`src/rtl/rv_mem_pkg.sv`:
```
// Shared types for the unified-memory port arbiter.
// Latency: n/a (types and constants only).
// Backpressure: n/a.
package rv_mem_pkg;

    typedef enum logic [1:0] {
        IDLE = 2'd0,
        REQ  = 2'd1,
        RSP  = 2'd2
    } arb_state_t;

    typedef enum logic {
        OWN_IF = 1'b0,
        OWN_D  = 1'b1
    } owner_t;

    // Default memory word width and its byte-enable width.
    localparam int MEM_DATA_W = 32;
    localparam int STRB_W     = MEM_DATA_W / 8;

endpackage

```
`src/rtl/mem_arb_pick.sv`:
```
// Winner selection between fetch and load/store; MEM_ARB_RR_EN selects round-robin.
// Latency: combinational.
// Backpressure: none; caller only acts on grants while it is idle.
module mem_arb_pick
    import rv_mem_pkg::*;
#(
    parameter int STARVE_MAX = 4,
    parameter int CNT_W      = 3
) (
    input  logic             if_vld,
    input  logic             d_vld,
    input  owner_t           last_owner,
    input  logic [CNT_W-1:0] starve_cnt,
    output logic             grant_if,
    output logic             grant_d
);

`ifdef MEM_ARB_RR_EN
    // Starvation counter has no role under round-robin.
    logic unused_starve;
    assign unused_starve = ^starve_cnt;

    // On a tie the port that did not win last time takes the grant.
    always_comb begin
        grant_if = if_vld && (!d_vld || (last_owner == OWN_D));
        grant_d  = d_vld && !grant_if;
    end
`else
    // Last owner has no role under fixed priority.
    logic unused_last;
    assign unused_last = (last_owner == OWN_D);

    // Data wins ties unless fetch has been passed over STARVE_MAX times.
    always_comb begin
        grant_if = if_vld && (!d_vld || (starve_cnt == CNT_W'(STARVE_MAX)));
        grant_d  = d_vld && !grant_if;
    end
`endif

endmodule

```
`src/rtl/mem_port_arbiter.sv`:
```
// Shares one single-ported memory between fetch and load/store; MEM_ARB_RR_EN = round-robin.
// Latency: accept T, m_req_valid T+1, rsp pulse T+3 with zero-wait memory.
// Backpressure: one transaction in flight; req_ready only pulses while idle, REQ waits on m_req_ready.
module mem_port_arbiter
    import rv_mem_pkg::*;
#(
    parameter int ADDR_W     = 32,
    parameter int DATA_W     = 32,
    parameter int STARVE_MAX = 4
) (
    input  logic                clk,
    input  logic                reset,
    input  logic                if_req_valid,
    output logic                if_req_ready,
    input  logic [ADDR_W-1:0]   if_req_addr,
    output logic                if_rsp_valid,
    output logic [DATA_W-1:0]   if_rsp_data,
    input  logic                d_req_valid,
    output logic                d_req_ready,
    input  logic [ADDR_W-1:0]   d_req_addr,
    input  logic                d_req_we,
    input  logic [DATA_W/8-1:0] d_req_wstrb,
    input  logic [DATA_W-1:0]   d_req_wdata,
    output logic                d_rsp_valid,
    output logic [DATA_W-1:0]   d_rsp_data,
    output logic                m_req_valid,
    input  logic                m_req_ready,
    output logic [ADDR_W-1:0]   m_req_addr,
    output logic                m_req_we,
    output logic [DATA_W/8-1:0] m_req_wstrb,
    output logic [DATA_W-1:0]   m_req_wdata,
    input  logic                m_rsp_valid,
    input  logic [DATA_W-1:0]   m_rsp_data,
    output logic                busy
);

    localparam int CNT_W = $clog2(STARVE_MAX + 1);

    arb_state_t       state;
    arb_state_t       state_nxt;
    owner_t           owner;
    logic [CNT_W-1:0] starve_cnt;
    logic             grant_if;
    logic             grant_d;

    mem_arb_pick #(
        .STARVE_MAX (STARVE_MAX),
        .CNT_W      (CNT_W)
    ) u_pick (
        .if_vld     (if_req_valid),
        .d_vld      (d_req_valid),
        .last_owner (owner),
        .starve_cnt (starve_cnt),
        .grant_if   (grant_if),
        .grant_d    (grant_d)
    );

    assign m_req_valid = (state == REQ);
    assign busy        = (state != IDLE);

    // State register.
    always_ff @(posedge clk) begin
        if (reset) begin
            state <= IDLE;
        end else begin
            state <= state_nxt;
        end
    end

    // Next state and accept pulses; ready is held low while reset is asserted.
    always_comb begin
        state_nxt    = state;
        if_req_ready = 1'b0;
        d_req_ready  = 1'b0;
        case (state)
            IDLE: begin
                if (!reset && (grant_if || grant_d)) begin
                    if_req_ready = grant_if;
                    d_req_ready  = grant_d;
                    state_nxt    = REQ;
                end
            end
            REQ: begin
                if (m_req_ready) begin
                    state_nxt = RSP;
                end
            end
            RSP: begin
                if (m_rsp_valid) begin
                    state_nxt = IDLE;
                end
            end
            default: begin
                state_nxt = IDLE;
            end
        endcase
    end

    // Capture the winning request payload and owner; fetch and loads never carry byte enables.
    always_ff @(posedge clk) begin
        if (reset) begin
            m_req_addr  <= '0;
            m_req_we    <= 1'b0;
            m_req_wstrb <= '0;
            m_req_wdata <= '0;
            owner       <= OWN_D;
        end else if (if_req_ready) begin
            m_req_addr  <= if_req_addr;
            m_req_we    <= 1'b0;
            m_req_wstrb <= '0;
            m_req_wdata <= '0;
            owner       <= OWN_IF;
        end else if (d_req_ready) begin
            m_req_addr  <= d_req_addr;
            m_req_we    <= d_req_we;
            m_req_wstrb <= d_req_we ? d_req_wstrb : '0;
            m_req_wdata <= d_req_wdata;
            owner       <= OWN_D;
        end
    end

    // Count data grants that bypass a waiting fetch; saturates so it can never wrap.
    always_ff @(posedge clk) begin
        if (reset) begin
            starve_cnt <= '0;
        end else if (if_req_ready) begin
            starve_cnt <= '0;
        end else if (d_req_ready && if_req_valid && (starve_cnt != CNT_W'(STARVE_MAX))) begin
            starve_cnt <= starve_cnt + 1'b1;
        end
    end

    // Route the memory response to the owner only; a store ack returns zero data.
    always_ff @(posedge clk) begin
        if (reset) begin
            if_rsp_valid <= 1'b0;
            if_rsp_data  <= '0;
            d_rsp_valid  <= 1'b0;
            d_rsp_data   <= '0;
        end else begin
            if_rsp_valid <= 1'b0;
            d_rsp_valid  <= 1'b0;
            if ((state == RSP) && m_rsp_valid) begin
                if (owner == OWN_IF) begin
                    if_rsp_valid <= 1'b1;
                    if_rsp_data  <= m_rsp_data;
                end else begin
                    d_rsp_valid <= 1'b1;
                    d_rsp_data  <= m_req_we ? '0 : m_rsp_data;
                end
            end
        end
    end

endmodule

```
`config.mk`:
```
export PLATFORM = sky130hd
export DESIGN_NAME = mem_port_arbiter
export DESIGN_NICKNAME = d
export VERILOG_FILES = /design/src/rtl/rv_mem_pkg.sv /design/src/rtl/mem_arb_pick.sv /design/src/rtl/mem_port_arbiter.sv
export SDC_FILE = /design/constraint.sdc
export NUM_CORES = 1
export LEC_CHECK = 0
export BUFFER_PORTS_ARGS = -buffer_cell sky130_fd_sc_hd__clkbuf_2
export CORE_MARGIN = 5
export CORE_UTILIZATION = 49
export CTS_BUF_LIST = sky130_fd_sc_hd__clkbuf_16
export DETAILED_ROUTE_END_ITERATION = 7
export PLACE_DENSITY = 0.86
export RECOVER_POWER = 50
export SLEW_MARGIN = 20
export SYNTH_ARGS = -nofsm -noshare
export SYNTH_HDL_FRONTEND = slang
export SYNTH_SLANG_ARGS = --single-unit
export TNS_END_PERCENT = 20
```
`constraint.sdc`:
```
create_clock -name clk -period 3.55 [get_ports clk]
set_input_delay 0 -clock clk [delete_from_list [all_inputs] [get_ports clk]]
set_output_delay 0 -clock clk [all_outputs]
set_load 0.02 [all_outputs]
```
# After elaboration in Yosys (flattened, before gate mapping)
# Cells that the tools add are included.
word_totals:
  output_inout_bits: 139
  input_bits: 139
  elab_cells: 56
  ff_bits: 141
classes:
  n_mux: 16
  addsub: 1
  reduce_logical: 19
  n_eq_ne: 7
  bitwise: 2
op_table:
  columns: ["op", "count"]
  rows:
  - ["$mux W32", 3]
  - ["$mux W1", 8]
  - ["$logic_and A1 B1 Y1", 6]
  - ["$mux W2", 3]
  - ["$pmux W2 S3", 1]
  - ["$mux W4", 1]
  - ["$ne A2 B2 Y1 const B", 2]
  - ["$reduce_and A2 Y1", 2]
  - ["$reduce_bool A2 Y1", 2]
  - ["$reduce_or A2 Y1", 2]
  - ["$add A3 B1 Y3 const B", 1]
  - ["$eq A3 B3 Y1 const B", 1]
  - ["$logic_not A1 Y1", 3]
  - ["$ne A3 B3 Y1 const B", 1]
  - ["$reduce_and A3 Y1", 1]
  - ["$eq A2 B1 Y1 const B", 1]
  - ["$eq A2 B2 Y1 const B", 1]
  - ["$logic_not A2 Y1", 1]
  - ["$logic_or A1 B1 Y1", 2]
  - ["$ne A2 B1 Y1 const B", 1]
  - ["$not A1 Y1", 2]

# Logic depth before layout (Yosys ltp)
logic_depth:
  word_depth: 11
  ltp_mapped: 7
  ltp_nobuf: 5

# Cells and area by module
# Synthesis repeated with hierarchy kept, for this count alone.
unflattened:
  hier_cells: 601
  hier_area_um2: 5114.9
modules_own_cells:
  columns: ["mod", "area_each_um2", "seq_area_each_um2", "cells_each", "instances"]
  rows:
  - ["mem_port_arbiter", 5089.9, 2822.7, 597, 1]
  - ["mem_arb_pick", 25.0, 0.0, 4, 1]

# Least setup slack after synthesis
# OpenSTA, ideal clock, no wires.
synth_path:
  path_type: "flip-flop to flip-flop"
  start: "register starve_cnt[0]"
  end: "register m_req_addr[1]"
  required_time_ps: 3428
  t_arrival_ps: 1428
  period_less_slack_ps: 1550
  path_buffers: 2
  stages_incl_launch_ff: 8
  slack_ps: 2000
  setup_ps: 122
  cell_sequence: "dfxtp_1 -> inv_1 -> ha_1 -> nand3_2 -> and3_1 -> buf_2 -> buf_6 -> a221o_1"
synth_via:
  elab_chain_len: 10
  word_cells_on_any_way: 13
  classes_between: "eq/ne: 1; mux: 5; reduce/logical: 7"
synth_rtl:
  columns: ["item", "line_no", "source"]
  rows:
  - ["from (decl)", "mem_port_arbiter.sv:42", "logic [CNT_W-1:0] starve_cnt;"]
  - ["from (signal assigned)", "mem_port_arbiter.sv:129", "starve_cnt <= starve_cnt + 1'b1;"]
  - ["$eq A3 B3 Y1 (*)", "mem_arb_pick.sv:35", "grant_if = if_vld && (!d_vld || (starve_cnt == CNT_W'(STARVE_MAX)));"]
  - ["$logic_or A1 B1 Y1 (*)", "mem_arb_pick.sv:35", null]
  - ["$logic_and A1 B1 Y1 (*)", "mem_arb_pick.sv:35", null]
  - ["$logic_not A1 Y1", "mem_arb_pick.sv:36", "grant_d = d_vld && !grant_if;"]
  - ["$logic_and A1 B1 Y1", "mem_arb_pick.sv:36", null]
  - ["$logic_or A1 B1 Y1", "mem_port_arbiter.sv:77", "if (!reset && (grant_if || grant_d)) begin"]
  - ["$logic_and A1 B1 Y1", "mem_port_arbiter.sv:77", null]
  - ["$mux W1", "mem_port_arbiter.sv:77", null]
  - ["$mux W1", "mem_port_arbiter.sv:75", "case (state)"]
  - ["$mux W32 / $reduce_bool A2 Y1 (equally long branches)", null, null]
  - ["to (signal assigned)", "mem_port_arbiter.sv:108", "m_req_addr <= if_req_addr;"]
  - ["to (signal assigned)", "mem_port_arbiter.sv:114", "m_req_addr <= d_req_addr;"]
  - ["to (decl)", "mem_port_arbiter.sv:28", "output logic [ADDR_W-1:0] m_req_addr,"]
# Mark *: on every way between the ends. The rest lies on a longest branch, timed or not.
# A chain may end at the register's enable or synchronous reset.

# Worst setup path in the final report
layout_path:
  start: "register starve_cnt[0]"
  end: "register m_req_addr[18]"
# The elaborated chain is that of the path after synthesis.

==> metrics.yaml <==
cts:
  clkLatencyLatePin_ns: 0.40
  cts.sinks: 141
  cts_root_buf: "clkbuf_16"
  path_clk_slew_ns: 0.07
  cts_max_path_buffers: 2
  cts_tree: "yes"
  numCtsBuffers: 17
  htreeDepth: 4
route:
  antenna_left: 0
  firstDrtPassIters: 7
  routedWlPerCell_um: 19.1
  routed_wl_um: 21800
  num_vias: 6504
  drc: 0
  viasPerCell: 5.71
  drtIter0Drc: 764
power_and_ir_drop:
  leakage_uw: 0.00344
  p_sw_uw: 1140
  p_per_area_mw_per_mm2: 488
  p_sw_share_pct: 27.0
  seq_power_share_pct: 40.9
  total_power_uw: 4220
  ir_drop_mv: 0.332
  pwr-share-clk_pct: 42.6
  p_int_uw: 3080
  p_comb_share_pct: 16.5
yosys:
  synth.avg_cell_area_um2: 9.06
  synth_edf_count: 0
  yosys.cell_types.count: 42
  synthCells: 602
  synth_area_leaders: "dfxtp_1 (52%), a21oi_1 (8.9%), nand2_1 (6.7%)"
  synth_top_area_cell: "dfxtp_1"
  synth_warnings: 0
  yosysSeqAreaShare_pct: 51.7
  syn_nets: 743
  synth_top_flop_cell: "dfxtp_1"
  synthArstFlopShare_pct: 0
  synth_top_area_share_pct: 51.7
  ys_ff_latch: 141
  netlist_area_mm2: 0.00546
setup_path:
  crit_chain: "inv_1 > ha_1 > a21boi_4 > o21ai_0 > a311oi_1 > dlygate4sd3_1"
  reg2reg_depth: 6
  r2r_end: "m_req_addr[18]$_SDFFE_PP0P_"
  slowest_delay_ns: 0.65
  arrival_ns: 3.24
  critPathSlowestCell: "a21boi_4"
  critPathBufInv: 2
  critical-path-top-delay-family: "compound AO/OA/AOI/OAI gates"
  worstReg2RegStart: "starve_cnt[0]$_SDFFE_PP0P_"
  r2r_setup_slack_ns: 0.66
  cp-start-kind: "register"
  setup.worst_path.end_class: "register"
  crit_required_ns: 3.90
  path_class: "reg2reg"
  cp_max_fo: 32
sta:
  setup_viol: 0
  fin_crit_sh_pct: 81.4
  max_freq_mhz: 346
  tightest_slew_ns: 2.05
  skew_ns: 0.0112
  hold_violations: 0
  fin_tns_setup_ns: 0
  slew_viol_final: 101
  rsz0062_at_grt: "false"
  relSlewSlack_pct: -36.5
  fin_crit_ns: 2.89
final_layout:
  drive_above_1_share_pct: 19.3
  fin_area_mm2: 0.00865
  nets: 1129
  final_common_cell: "dlygate4sd3_1"
  area_delta_synth_final_pct: 58.6
  layout_common_cells: "dlygate4sd3_1 (143), clkbuf_2 (142), dfxtp_1 (141), clkbuf_1 (135), nand2_1 (98)"
floorplanning:
  num_io_pins: 278
  die_y_um: 116
  die_w_um: 116
  coreArea_mm2: 0.0109
  die_area_mm2: 0.0133
  floorplan.initialDensity_pct: 50.1
  rows: 38
worst_hold_path:
  hp-class: "in2reg"
  min_path_cells: 3
  holdPathEnd: "m_req_wdata[22]$_SDFFE_PP0P_"
  hp-start: "d_req_wdata[22]"
global_routing:
  grt_overflow: 0
  globalRouteMet3Util_pct: 7.83
  grt_pass1_wl_um: 33400
  grt_util_met2_pct: 56.9
  grt_antenna_before_repair: 0
  grt_pass1_vias: 6558
  use_met1_pct: 34.1
  top_usage_layer: "met2"
  grt_max_degree: 101
  grtUsageTotal_pct: 31.6
placement:
  port_buffers: 277
  gp_congestion: 0.821
  place_hpwl_um: 11300
  place_area_mm2: 0.00679
run_status:
  failed_checks: "max-capacitance violations, max-slew violations"
  status: "finished, violations left"
run:
  drv_cap: 1
stage by stage:
stage,hold WS [ns],worst slack [ns],instances,utilization [%]
6_report,0.351,0.661,1140,79.5
5_1_grt,0.362,0.619,1139,79.4
4_1_cts,0.339,0.809,1139,80.9
3_5_place_dp,0.221,1.39,966,62.4
3_3_place_gp,0.215,1.50,966,62.4
2_1_floorplan,0.133,2.00,602,-
metal layers:
| layer | vias to the layer above | part of all wire, % |
|---|---|---|
| li1 | 2938 | - |
| met1 | 3027 | 35 |
| met2 | 451 | 51 |
| met3 | 88 | 9.2 |
| met4 | 0 | 4.9 |
| met5 | - | 0 |
flip-flops by register name (all words and copies together) (netlist names):
register,cells
d_rsp_data,32
owner,1
m_req_we,1
m_req_wstrb,4
starve_cnt,3
d_rsp_valid,1
if_rsp_data,32
m_req_addr,32
m_req_wdata,32
if_rsp_valid,1
state,2
synth_stat cells, types with 2 or more instances:
| library cell | n |
|---|---|
| buf_2 | 20 |
| a32o_1 | 4 |
| buf_4 | 14 |
| inv_1 | 5 |
| nand2_1 | 98 |
| nand3_1 | 30 |
| o32ai_1 | 2 |
| clkbuf_1 | 27 |
| nand3b_1 | 32 |
| a21oi_1 | 97 |
| a32oi_1 | 2 |
| and3_1 | 3 |
| nand4b_1 | 2 |
| and2_1 | 2 |
| a311oi_1 | 28 |
| dfxtp_1 | 141 |
| nor2_1 | 8 |
| a22o_1 | 32 |
| a221o_1 | 2 |
| ha_1 | 2 |
| o21ai_0 | 30 |
cell type report:
cell class / count / area [µm²]
inverter: 6 / 22.5
multi-input combinational: 392 / 2310
tap: 140 / 175
antenna: 1 / 2.50
timing repair buffer: 430 / 2720
fill: 723 / 2240
clock buffer: 17 / 425
sequential: 141 / 2820
clock inverter: 13 / 165
kinds of logic after synthesis:
family / share of synthesized area, %
flops: 51.7
compound gates: 23.9
buf+inv: 6.33
simple gates: 17.6
fa+ha+maj: 0.459
power groups by stage:
stage          combinational, µW  sequential (µW)  clock [µW]
2_1_floorplan                246             1830           0
3_3_place_gp                 523             1750           0
3_5_place_dp                 529             1750           0
4_1_cts                      676             1720        1810
5_1_grt                      735             1730        1890
6_report                     695             1730        1800
worst min-delay path, stage by stage:
cell and delay (ns):
dlygate4sd3_1 0.52, clkbuf_2 0.09, a22o_1 0.11
repair_timing:
action,CTS,global route
resized for setup,0,0
endpoints found under the hold margin,136,0
hold buffers,143,0
buffers inserted,0,0
how the worst max path moves through the flow:
stage | start | to | slack [ns] | cells after the start
final | starve_cnt[0]$_SDFFE_PP0P_ | m_req_addr[18]$_SDFFE_PP0P_ | 0.66 | 6
after global routing | reset | m_req_addr[18]$_SDFFE_PP0P_ | 0.62 | 5
after CTS | starve_cnt[0]$_SDFFE_PP0P_ | m_req_addr[8]$_SDFFE_PP0P_ | 0.81 | 6
after detailed placement | starve_cnt[0]$_SDFFE_PP0P_ | m_req_addr[26]$_SDFFE_PP0P_ | 1.39 | 5
after global placement | starve_cnt[0]$_SDFFE_PP0P_ | m_req_addr[25]$_SDFFE_PP0P_ | 1.50 | 5
after floorplan | starve_cnt[0]$_SDFFE_PP0P_ | m_req_addr[1]$_SDFFE_PP0P_ | 2.00 | 7
Note: power is estimated with default switching activity, not from simulation.
